`config.mk`:
```
export PLATFORM = sky130hd
export DESIGN_NAME = midi_rx
export DESIGN_NICKNAME = d
export VERILOG_FILES = /design/src/rtl/midi_pkg.sv /design/src/rtl/midi_uart_rx.sv /design/src/rtl/midi_rx.sv
export SDC_FILE = /design/constraint.sdc
export NUM_CORES = 1
export LEC_CHECK = 0
export ABC_AREA = 0
export ABC_CLOCK_PERIOD_IN_PS = 2900
export CAP_MARGIN = 40
export CORE_MARGIN = 1
export CORE_UTILIZATION = 35
export CTS_CLUSTER_DIAMETER = 60
export DETAILED_ROUTE_END_ITERATION = 12
export GPL_ROUTABILITY_DRIVEN = 0
export SLEW_MARGIN = 20
export SYNTH_ARGS = -nofsm -noshare
export SYNTH_HDL_FRONTEND = slang
export SYNTH_SLANG_ARGS = --single-unit
export TNS_END_PERCENT = 50
```
`constraint.sdc`:
```
create_clock -name clk -period 2.9 [get_ports clk]
set_clock_uncertainty 0.05 [all_clocks]
set_input_delay 0.87 -clock clk [delete_from_list [all_inputs] [get_ports clk]]
set_output_delay 0.87 -clock clk [all_outputs]
set_load 0.1 [all_outputs]
```
`src/rtl/midi_pkg.sv`:
```
// Shared MIDI definitions: status nibbles, byte classification and
// data-byte counts, plus the serial receiver state encoding.
package midi_pkg;

    localparam logic [3:0] ST_NOTE_OFF   = 4'h8;
    localparam logic [3:0] ST_NOTE_ON    = 4'h9;
    localparam logic [3:0] ST_POLY_AT    = 4'hA;
    localparam logic [3:0] ST_CTRL       = 4'hB;
    localparam logic [3:0] ST_PROG       = 4'hC;
    localparam logic [3:0] ST_CHAN_AT    = 4'hD;
    localparam logic [3:0] ST_PITCH      = 4'hE;

    localparam logic [7:0] SYS_FIRST     = 8'hF0;
    localparam logic [7:0] RT_FIRST      = 8'hF8;

    typedef enum logic [2:0] {
        RX_IDLE  = 3'd0,
        RX_START = 3'd1,
        RX_DATA  = 3'd2,
        RX_STOP  = 3'd3,
        RX_BREAK = 3'd4
    } rx_state_e;

    typedef enum logic [1:0] {
        BK_DATA     = 2'd0,
        BK_STATUS   = 2'd1,
        BK_SYSTEM   = 2'd2,
        BK_REALTIME = 2'd3
    } byte_kind_e;

    // Sort a received byte into the four classes the parser cares about.
    function automatic byte_kind_e classify_byte(input logic [7:0] b);
        byte_kind_e k;
        if (b >= RT_FIRST) begin
            k = BK_REALTIME;
        end else if (b >= SYS_FIRST) begin
            k = BK_SYSTEM;
        end else if (b[7]) begin
            k = BK_STATUS;
        end else begin
            k = BK_DATA;
        end
        return k;
    endfunction

    // Number of data bytes following a channel status nibble.
    function automatic logic [1:0] data_byte_count(input logic [3:0] nib);
        logic [1:0] n;
        case (nib)
            ST_PROG, ST_CHAN_AT: n = 2'd1;
            default:             n = 2'd2;
        endcase
        return n;
    endfunction

    // True for the two statuses that carry note events.
    function automatic logic is_note_status(input logic [3:0] nib);
        return (nib == ST_NOTE_OFF) || (nib == ST_NOTE_ON);
    endfunction

endpackage

```
`src/rtl/midi_uart_rx.sv`:
```
// 8N1 serial byte receiver: input synchroniser, start-bit glitch
// rejection, mid-bit sampling, framing-error detection and counting.
module midi_uart_rx
    import midi_pkg::*;
#(
    parameter int CLK_HZ = 100_000_000,
    parameter int BAUD   = 31250
) (
    input  logic       clk,
    input  logic       rst_n,
    input  logic       rx,
    output logic       byte_valid,
    output logic [7:0] rx_byte,
    output logic       frame_err,
    output logic [7:0] err_count
);

    localparam int BIT_CYC  = CLK_HZ / BAUD;
    localparam int HALF_CYC = BIT_CYC / 2;
    localparam int CNT_W    = ($clog2(BIT_CYC + 1) > 12) ? $clog2(BIT_CYC + 1) : 12;
    localparam logic [CNT_W-1:0] BIT_LAST  = CNT_W'(BIT_CYC - 1);
    localparam logic [CNT_W-1:0] HALF_LAST = CNT_W'(HALF_CYC - 1);
    localparam logic [CNT_W-1:0] CNT_ONE   = CNT_W'(1);

    rx_state_e        state_q, state_d;
    logic [CNT_W-1:0] cnt_q, cnt_d;
    logic [2:0]       bit_idx_q, bit_idx_d;
    logic [7:0]       shift_q, shift_d;
    logic [7:0]       byte_q, byte_d;
    logic             byte_valid_q, byte_valid_d;
    logic             frame_err_q, frame_err_d;
    logic [7:0]       err_count_q, err_count_d;
    logic             rx_s1_q, rx_s1_d;
    logic             rx_s2_q, rx_s2_d;
    logic             rx_prev_q, rx_prev_d;

    // Next-state logic for the synchroniser, bit timing and byte assembly.
    always_comb begin
        state_d      = state_q;
        cnt_d        = cnt_q;
        bit_idx_d    = bit_idx_q;
        shift_d      = shift_q;
        byte_d       = byte_q;
        byte_valid_d = 1'b0;
        frame_err_d  = 1'b0;
        err_count_d  = err_count_q;
        rx_s1_d      = rx;
        rx_s2_d      = rx_s1_q;
        rx_prev_d    = rx_s2_q;
        case (state_q)
            RX_IDLE: begin
                if (!rx_s2_q && rx_prev_q) begin
                    state_d = RX_START;
                    cnt_d   = '0;
                end else begin
                    state_d = RX_IDLE;
                end
            end
            RX_START: begin
                if (cnt_q == HALF_LAST) begin
                    cnt_d = '0;
                    if (!rx_s2_q) begin
                        state_d   = RX_DATA;
                        bit_idx_d = 3'd0;
                    end else begin
                        state_d = RX_IDLE;
                    end
                end else begin
                    cnt_d = cnt_q + CNT_ONE;
                end
            end
            RX_DATA: begin
                if (cnt_q == BIT_LAST) begin
                    cnt_d   = '0;
                    shift_d = {rx_s2_q, shift_q[7:1]};
                    if (bit_idx_q == 3'd7) begin
                        state_d = RX_STOP;
                    end else begin
                        bit_idx_d = bit_idx_q + 3'd1;
                    end
                end else begin
                    cnt_d = cnt_q + CNT_ONE;
                end
            end
            RX_STOP: begin
                if (cnt_q == BIT_LAST) begin
                    cnt_d = '0;
                    if (rx_s2_q) begin
                        byte_valid_d = 1'b1;
                        byte_d       = shift_q;
                        state_d      = RX_IDLE;
                    end else begin
                        frame_err_d = 1'b1;
                        state_d     = RX_BREAK;
                        if (err_count_q != 8'hFF) begin
                            err_count_d = err_count_q + 8'd1;
                        end else begin
                            err_count_d = err_count_q;
                        end
                    end
                end else begin
                    cnt_d = cnt_q + CNT_ONE;
                end
            end
            RX_BREAK: begin
                if (rx_s2_q) begin
                    state_d = RX_IDLE;
                end else begin
                    state_d = RX_BREAK;
                end
            end
            default: begin
                state_d = RX_IDLE;
            end
        endcase
    end

    // Receiver state register; line sync flops reset to idle-high.
    always_ff @(posedge clk or negedge rst_n) begin
        if (!rst_n) begin
            state_q      <= RX_IDLE;
            cnt_q        <= '0;
            bit_idx_q    <= 3'd0;
            shift_q      <= 8'd0;
            byte_q       <= 8'd0;
            byte_valid_q <= 1'b0;
            frame_err_q  <= 1'b0;
            err_count_q  <= 8'd0;
            rx_s1_q      <= 1'b1;
            rx_s2_q      <= 1'b1;
            rx_prev_q    <= 1'b1;
        end else begin
            state_q      <= state_d;
            cnt_q        <= cnt_d;
            bit_idx_q    <= bit_idx_d;
            shift_q      <= shift_d;
            byte_q       <= byte_d;
            byte_valid_q <= byte_valid_d;
            frame_err_q  <= frame_err_d;
            err_count_q  <= err_count_d;
            rx_s1_q      <= rx_s1_d;
            rx_s2_q      <= rx_s2_d;
            rx_prev_q    <= rx_prev_d;
        end
    end

    assign byte_valid = byte_valid_q;
    assign rx_byte    = byte_q;
    assign frame_err  = frame_err_q;
    assign err_count  = err_count_q;

endmodule

```
`src/rtl/midi_rx.sv`:
```
// MIDI receiver top: byte receiver plus Note On/Off parser with running
// status, channel filter and a 10-key held-note map.
module midi_rx
    import midi_pkg::*;
#(
    parameter int CLK_HZ    = 100_000_000,
    parameter int BAUD      = 31250,
    parameter int BASE_NOTE = 60
) (
    input  logic       clk,
    input  logic       rst_n,
    input  logic       rx,
    input  logic [3:0] channel,
    input  logic       omni,
    output logic [9:0] note,
    output logic [6:0] velocity,
    output logic       ev_valid,
    output logic       ev_on,
    output logic [6:0] ev_num,
    output logic       frame_err,
    output logic [7:0] err_count
);

    localparam logic [6:0] BASE = 7'(BASE_NOTE);

    logic       byte_valid_s;
    logic [7:0] rx_byte_s;

    midi_uart_rx #(
        .CLK_HZ (CLK_HZ),
        .BAUD   (BAUD)
    ) u_uart (
        .clk        (clk),
        .rst_n      (rst_n),
        .rx         (rx),
        .byte_valid (byte_valid_s),
        .rx_byte    (rx_byte_s),
        .frame_err  (frame_err),
        .err_count  (err_count)
    );

    logic       rs_valid_q, rs_valid_d;
    logic [7:0] rs_status_q, rs_status_d;
    logic       data_idx_q, data_idx_d;
    logic [6:0] data1_q, data1_d;
    logic [9:0] note_q, note_d;
    logic [6:0] velocity_q, velocity_d;
    logic       ev_valid_q, ev_valid_d;
    logic       ev_on_q, ev_on_d;
    logic [6:0] ev_num_q, ev_num_d;

    logic [3:0] status_nib_s;
    logic       accept_s;
    logic       is_on_s;
    logic [6:0] offset_s;
    logic       in_range_s;

    assign status_nib_s = rs_status_q[7:4];
    assign accept_s     = is_note_status(status_nib_s) &&
                          (omni || (rs_status_q[3:0] == channel));
    assign is_on_s      = (status_nib_s == ST_NOTE_ON) && (rx_byte_s[6:0] != 7'd0);
    // Offset is only trusted when the number is at or above the base note,
    // so a note below the base can never wrap into the map.
    assign offset_s     = data1_q - BASE;
    assign in_range_s   = (data1_q >= BASE) && (offset_s < 7'd10);

    // Message parser: running status, data-byte counting and note events.
    always_comb begin
        rs_valid_d  = rs_valid_q;
        rs_status_d = rs_status_q;
        data_idx_d  = data_idx_q;
        data1_d     = data1_q;
        note_d      = note_q;
        velocity_d  = velocity_q;
        ev_valid_d  = 1'b0;
        ev_on_d     = ev_on_q;
        ev_num_d    = ev_num_q;
        if (byte_valid_s) begin
            case (classify_byte(rx_byte_s))
                BK_REALTIME: begin
                    rs_valid_d = rs_valid_q;
                end
                BK_SYSTEM: begin
                    rs_valid_d = 1'b0;
                    data_idx_d = 1'b0;
                end
                BK_STATUS: begin
                    rs_valid_d  = 1'b1;
                    rs_status_d = rx_byte_s;
                    data_idx_d  = 1'b0;
                end
                BK_DATA: begin
                    if (!rs_valid_q) begin
                        data_idx_d = data_idx_q;
                    end else if (!data_idx_q) begin
                        data1_d = rx_byte_s[6:0];
                        if (data_byte_count(status_nib_s) == 2'd1) begin
                            data_idx_d = 1'b0;
                        end else begin
                            data_idx_d = 1'b1;
                        end
                    end else begin
                        data_idx_d = 1'b0;
                        if (accept_s) begin
                            ev_valid_d = 1'b1;
                            ev_num_d   = data1_q;
                            ev_on_d    = is_on_s;
                            if (is_on_s) begin
                                velocity_d = rx_byte_s[6:0];
                            end else begin
                                velocity_d = velocity_q;
                            end
                            if (in_range_s) begin
                                note_d[offset_s[3:0]] = is_on_s;
                            end else begin
                                note_d = note_q;
                            end
                        end else begin
                            ev_valid_d = 1'b0;
                        end
                    end
                end
                default: begin
                    rs_valid_d = rs_valid_q;
                end
            endcase
        end else begin
            ev_valid_d = 1'b0;
        end
    end

    // Parser and output registers.
    always_ff @(posedge clk or negedge rst_n) begin
        if (!rst_n) begin
            rs_valid_q  <= 1'b0;
            rs_status_q <= 8'd0;
            data_idx_q  <= 1'b0;
            data1_q     <= 7'd0;
            note_q      <= 10'd0;
            velocity_q  <= 7'd0;
            ev_valid_q  <= 1'b0;
            ev_on_q     <= 1'b0;
            ev_num_q    <= 7'd0;
        end else begin
            rs_valid_q  <= rs_valid_d;
            rs_status_q <= rs_status_d;
            data_idx_q  <= data_idx_d;
            data1_q     <= data1_d;
            note_q      <= note_d;
            velocity_q  <= velocity_d;
            ev_valid_q  <= ev_valid_d;
            ev_on_q     <= ev_on_d;
            ev_num_q    <= ev_num_d;
        end
    end

    assign note     = note_q;
    assign velocity = velocity_q;
    assign ev_valid = ev_valid_q;
    assign ev_on    = ev_on_q;
    assign ev_num   = ev_num_q;

endmodule
```
==> results.py <==
metrics = {
    "sta": {
        "period_share_pct": 90.95,
        "slew_viol_final": 0,
        "rsz0062_at_grt": "false",
        "max_freq_mhz": 379.1,
        "setup_viol": 0,
        "period_minus_slack_ps": 2638,
        "relSlewSlack_pct": 66.11,
        "final_hold_viol_count": 0,
        "fin_hold_ws_ps": 310.0,
        "fin_setup_tns_ps": 0,
        "tightest_slew_ps": 508.3,
    },
    "yosys": {
        "synth_top_family_by_area": "simple AND/OR/NAND/NOR gates",
        "synth_compound_area_share_pct": 7.018,
        "synth-main-ff-cell": "dfrtp_1",
        "syn_avg_cell_area_sq_um": 11.48,
        "ys_seq_area_share_pct": 54.31,
        "synth_top_cell_area_share_pct": 52.41,
        "ys_top_cells_by_area": "dfrtp_1, mux2_2, nand2_1",
        "synth_warnings": 0,
        "synthAdderAreaFrac_pct": 3.012,
        "synthSimpleGateAreaFrac_pct": 18.07,
        "synthArstFlopShare_pct": 100.0,
        "syn-cell-area_sq_um": 4154,
        "ys_types": 45,
        "syn-num-nets": 380,
        "ys_ff_latch": 90,
        "synth_top_area_cell": "dfrtp_1",
        "synthCells": 362,
        "synth_mux_area_share_pct": 14.04,
        "synth_edf_count": 0,
        "synth-xor-area-share_pct": 1.687,
    },
    "worst_setup_path": {
        "cp-end-kind": "flop",
        "required_ps": 3080,
        "cp-start-kind": "input pin",
        "cp_max_fo": 12,
        "critical_path_arrival_ps": 2820,
        "path_class": "in2reg",
    },
    "clock_network": {
        "cts-hold-fix-buffers": 0,
        "ctsResizeCount": 0,
        "clkTransAtPathRegs_ps": 60,
        "cts_made_buffers": 9,
        "cts_setup_buffers": 0,
        "clock_path_buffers": 2,
        "cts_num_sinks": 90,
        "cts_tree": "built",
        "insertion_delay_ps": 350,
        "htree_levels": 3,
        "root_buffer": "clkbuf_16",
    },
    "finish": {
        "final_cell_mix": "dfrtp_1, mux2_2, buf_4, nand2_1, nand3_1",
        "design_area_sq_um": 5040,
        "diodes": 0,
        "syn2layout_area_growth_pct": 21.33,
        "nets": 434,
        "mostFrequentLayoutCell": "dfrtp_1",
        "seq_area_sq_um": 2256,
        "n_fill_cell": 1077,
        "drive_above_1_share_pct": 28.57,
        "multi_input_comb_area_sq_um": 1821,
    },
    "floorplan": {
        "core_area_sq_um": 11520,
        "die_area_sq_um": 12310,
        "initial_core_util_pct": 36.07,
        "ios": 43,
        "die_height_um": 110.9,
        "rows": 39,
        "die_w_um": 110.9,
    },
    "route": {
        "avgViaCountPerCell": 5.110,
        "drt_iter0_markers": 68,
        "dr.pass1.iters": 9,
        "wl_per_cell_um": 14.39,
        "num_vias": 2877,
        "route.detailed.drc": 9,
        "drt_wl_total_mm": 8.100,
        "ant_nets": 0,
    },
    "min_path": {
        "min-delay-path-class": "reg2reg",
    },
    "pwr": {
        "p_leak_nw": 2.466,
        "p_int_w": 0.002194,
        "power-per-cell-area_nw_per_um2": 572.8,
        "total_power_w": 0.002887,
        "power_frac_comb_pct": 7.7,
        "switching_share_pct": 24.00,
        "peakVddDrop_uv": 338.8,
        "pwr-share-seq_pct": 48.3,
        "pwr-share-clk_pct": 44.0,
        "p_switching_w": 0.0006930,
    },
    "outcome": {
        "violations": "DRC",
        "status": "finished, violations left",
    },
    "global_routing": {
        "grt_pass1_vias": 2879,
        "grt_overflow": 0,
        "grt_pass1_wl_mm": 13.94,
        "grtUsageTotal_pct": 14.34,
        "grt_start_max_net_pins": 38,
        "grt_antenna_before_repair": 0,
    },
    "place": {
        "dpl.hpwl_mm": 5.647,
        "port_buffers": 42,
        "place_area_sq_um": 4715,
    },
    "flow_run": {
        "cap_viol_max_count": 0,
    },
}
-- final cells by class --
cell class | count | share of cell area (%)
Clock buffer | 10 | 4.742
Clock inverter | 5 | 1.713
Inverter | 7 | 0.5214
Multi-Input combinational cell | 254 | 36.12
Sequential cell | 90 | 44.76
Tap cell | 143 | 3.550
Timing Repair Buffer | 54 | 8.590
-- cell usage after synthesis (2+ instances only) --
library cell   n
xor2_1         5
o21ai_0       12
a31oi_1        4
buf_4          2
nor3b_1        2
dfstp_2        3
and3_1         4
a22o_1         6
a21oi_1       12
nor2_1        10
a21o_1         4
or3_1          5
nor4_1         3
buf_2          2
mux2_1         2
mux2_2        48
nand2_1       44
dfrtp_1       87
clkbuf_1       7
nand4_1        7
nand3_1       20
nor3_1        15
ha_1          10
nand2b_1       9
nand3b_1       2
mux2i_1        2
inv_1          7
xnor2_1        3
and4_1         4
nor2b_1        6
-- worst paths after layout --
path,from,endpoint,slack (ps),cells after the start
max,channel[2],note[2]$_DFFE_PN0P_,260,7
min,u_uart.rx_s1_q$_DFF_PN1_,u_uart.rx_prev_d$_DFF_PN1_,310,0
min reg2reg,u_uart.rx_s1_q$_DFF_PN1_,u_uart.rx_prev_d$_DFF_PN1_,310,0
max in group asynchronous,rst_n,u_uart.rx_prev_d$_DFF_PN1_,1680,2
max reg2reg,u_uart.rx_byte[4]$_DFFE_PN0P_,note[2]$_DFFE_PN0P_,420,8
min in group asynchronous,rst_n,velocity[2]$_DFFE_PN0P_,400,1
-- through the flow --
step / worst slack [ps] / std cells / utilization (%)
2_1_floorplan: 488.9 / 362 / -
5_1_grt: 152.8 / 563 / 43.76
3_3_place_gp: -45.88 / 548 / 40.94
3_5_place_dp: -118.1 / 548 / 40.94
4_1_cts: 244.8 / 563 / 43.76
6_report: 262.4 / 563 / 43.76
-- state kept, by name (all words and copies together), names as in the netlist --
| name | flops |
|---|---|
| data1_q | 7 |
| data_idx_q | 1 |
| ev_num | 7 |
| ev_on | 1 |
| ev_valid | 1 |
| note | 10 |
| rs_status_q | 8 |
| rs_valid_q | 1 |
| u_uart.bit_idx_q | 3 |
| u_uart.byte_valid | 1 |
| u_uart.cnt_q | 12 |
| u_uart.err_count | 8 |
| u_uart.frame_err | 1 |
| u_uart.rx_byte | 8 |
| u_uart.rx_prev_d | 1 |
| u_uart.rx_prev_q | 1 |
| u_uart.rx_s1_q | 1 |
| u_uart.shift_q | 8 |
| u_uart.state_q | 3 |
| velocity | 7 |
-- cell families after synthesis --
kind of cell,Yosys count
simple gates,139
flops,90
mux,52
compound gates,45
buf+inv,18
fa+ha+maj,10
xor+xnor,8
-- layer usage --
metal / part of all wire, % / global-route usage (%) / vias to the layer above
met5: 0 / 0 / -
li1: - / - / 1420
met3: 3.8 / 5.194 / 7
met4: 0.91 / 4.658 / 0
met2: 49 / 22.77 / 39
met1: 46 / 18.15 / 1411
-- worst max-delay path: stages --
cell and delay (ps):
clkdlybuf4s50_1 420, xor2_1 170, nor4_1 270, o2111ai_1 230, buf_4 250, nor3_1 240, mux2_2 360
-- power by group through the flow --
stage / sequential, W / combinational [W] / clock [W]
2_1_floorplan: 0.00139 / 0.000156 / 0
3_3_place_gp: 0.00141 / 0.000218 / 0
3_5_place_dp: 0.00141 / 0.000226 / 0
4_1_cts: 0.00139 / 0.000227 / 0.00131
5_1_grt: 0.00140 / 0.000262 / 0.00136
6_report: 0.00139 / 0.000223 / 0.00127
(Power assumes the default switching activity.)
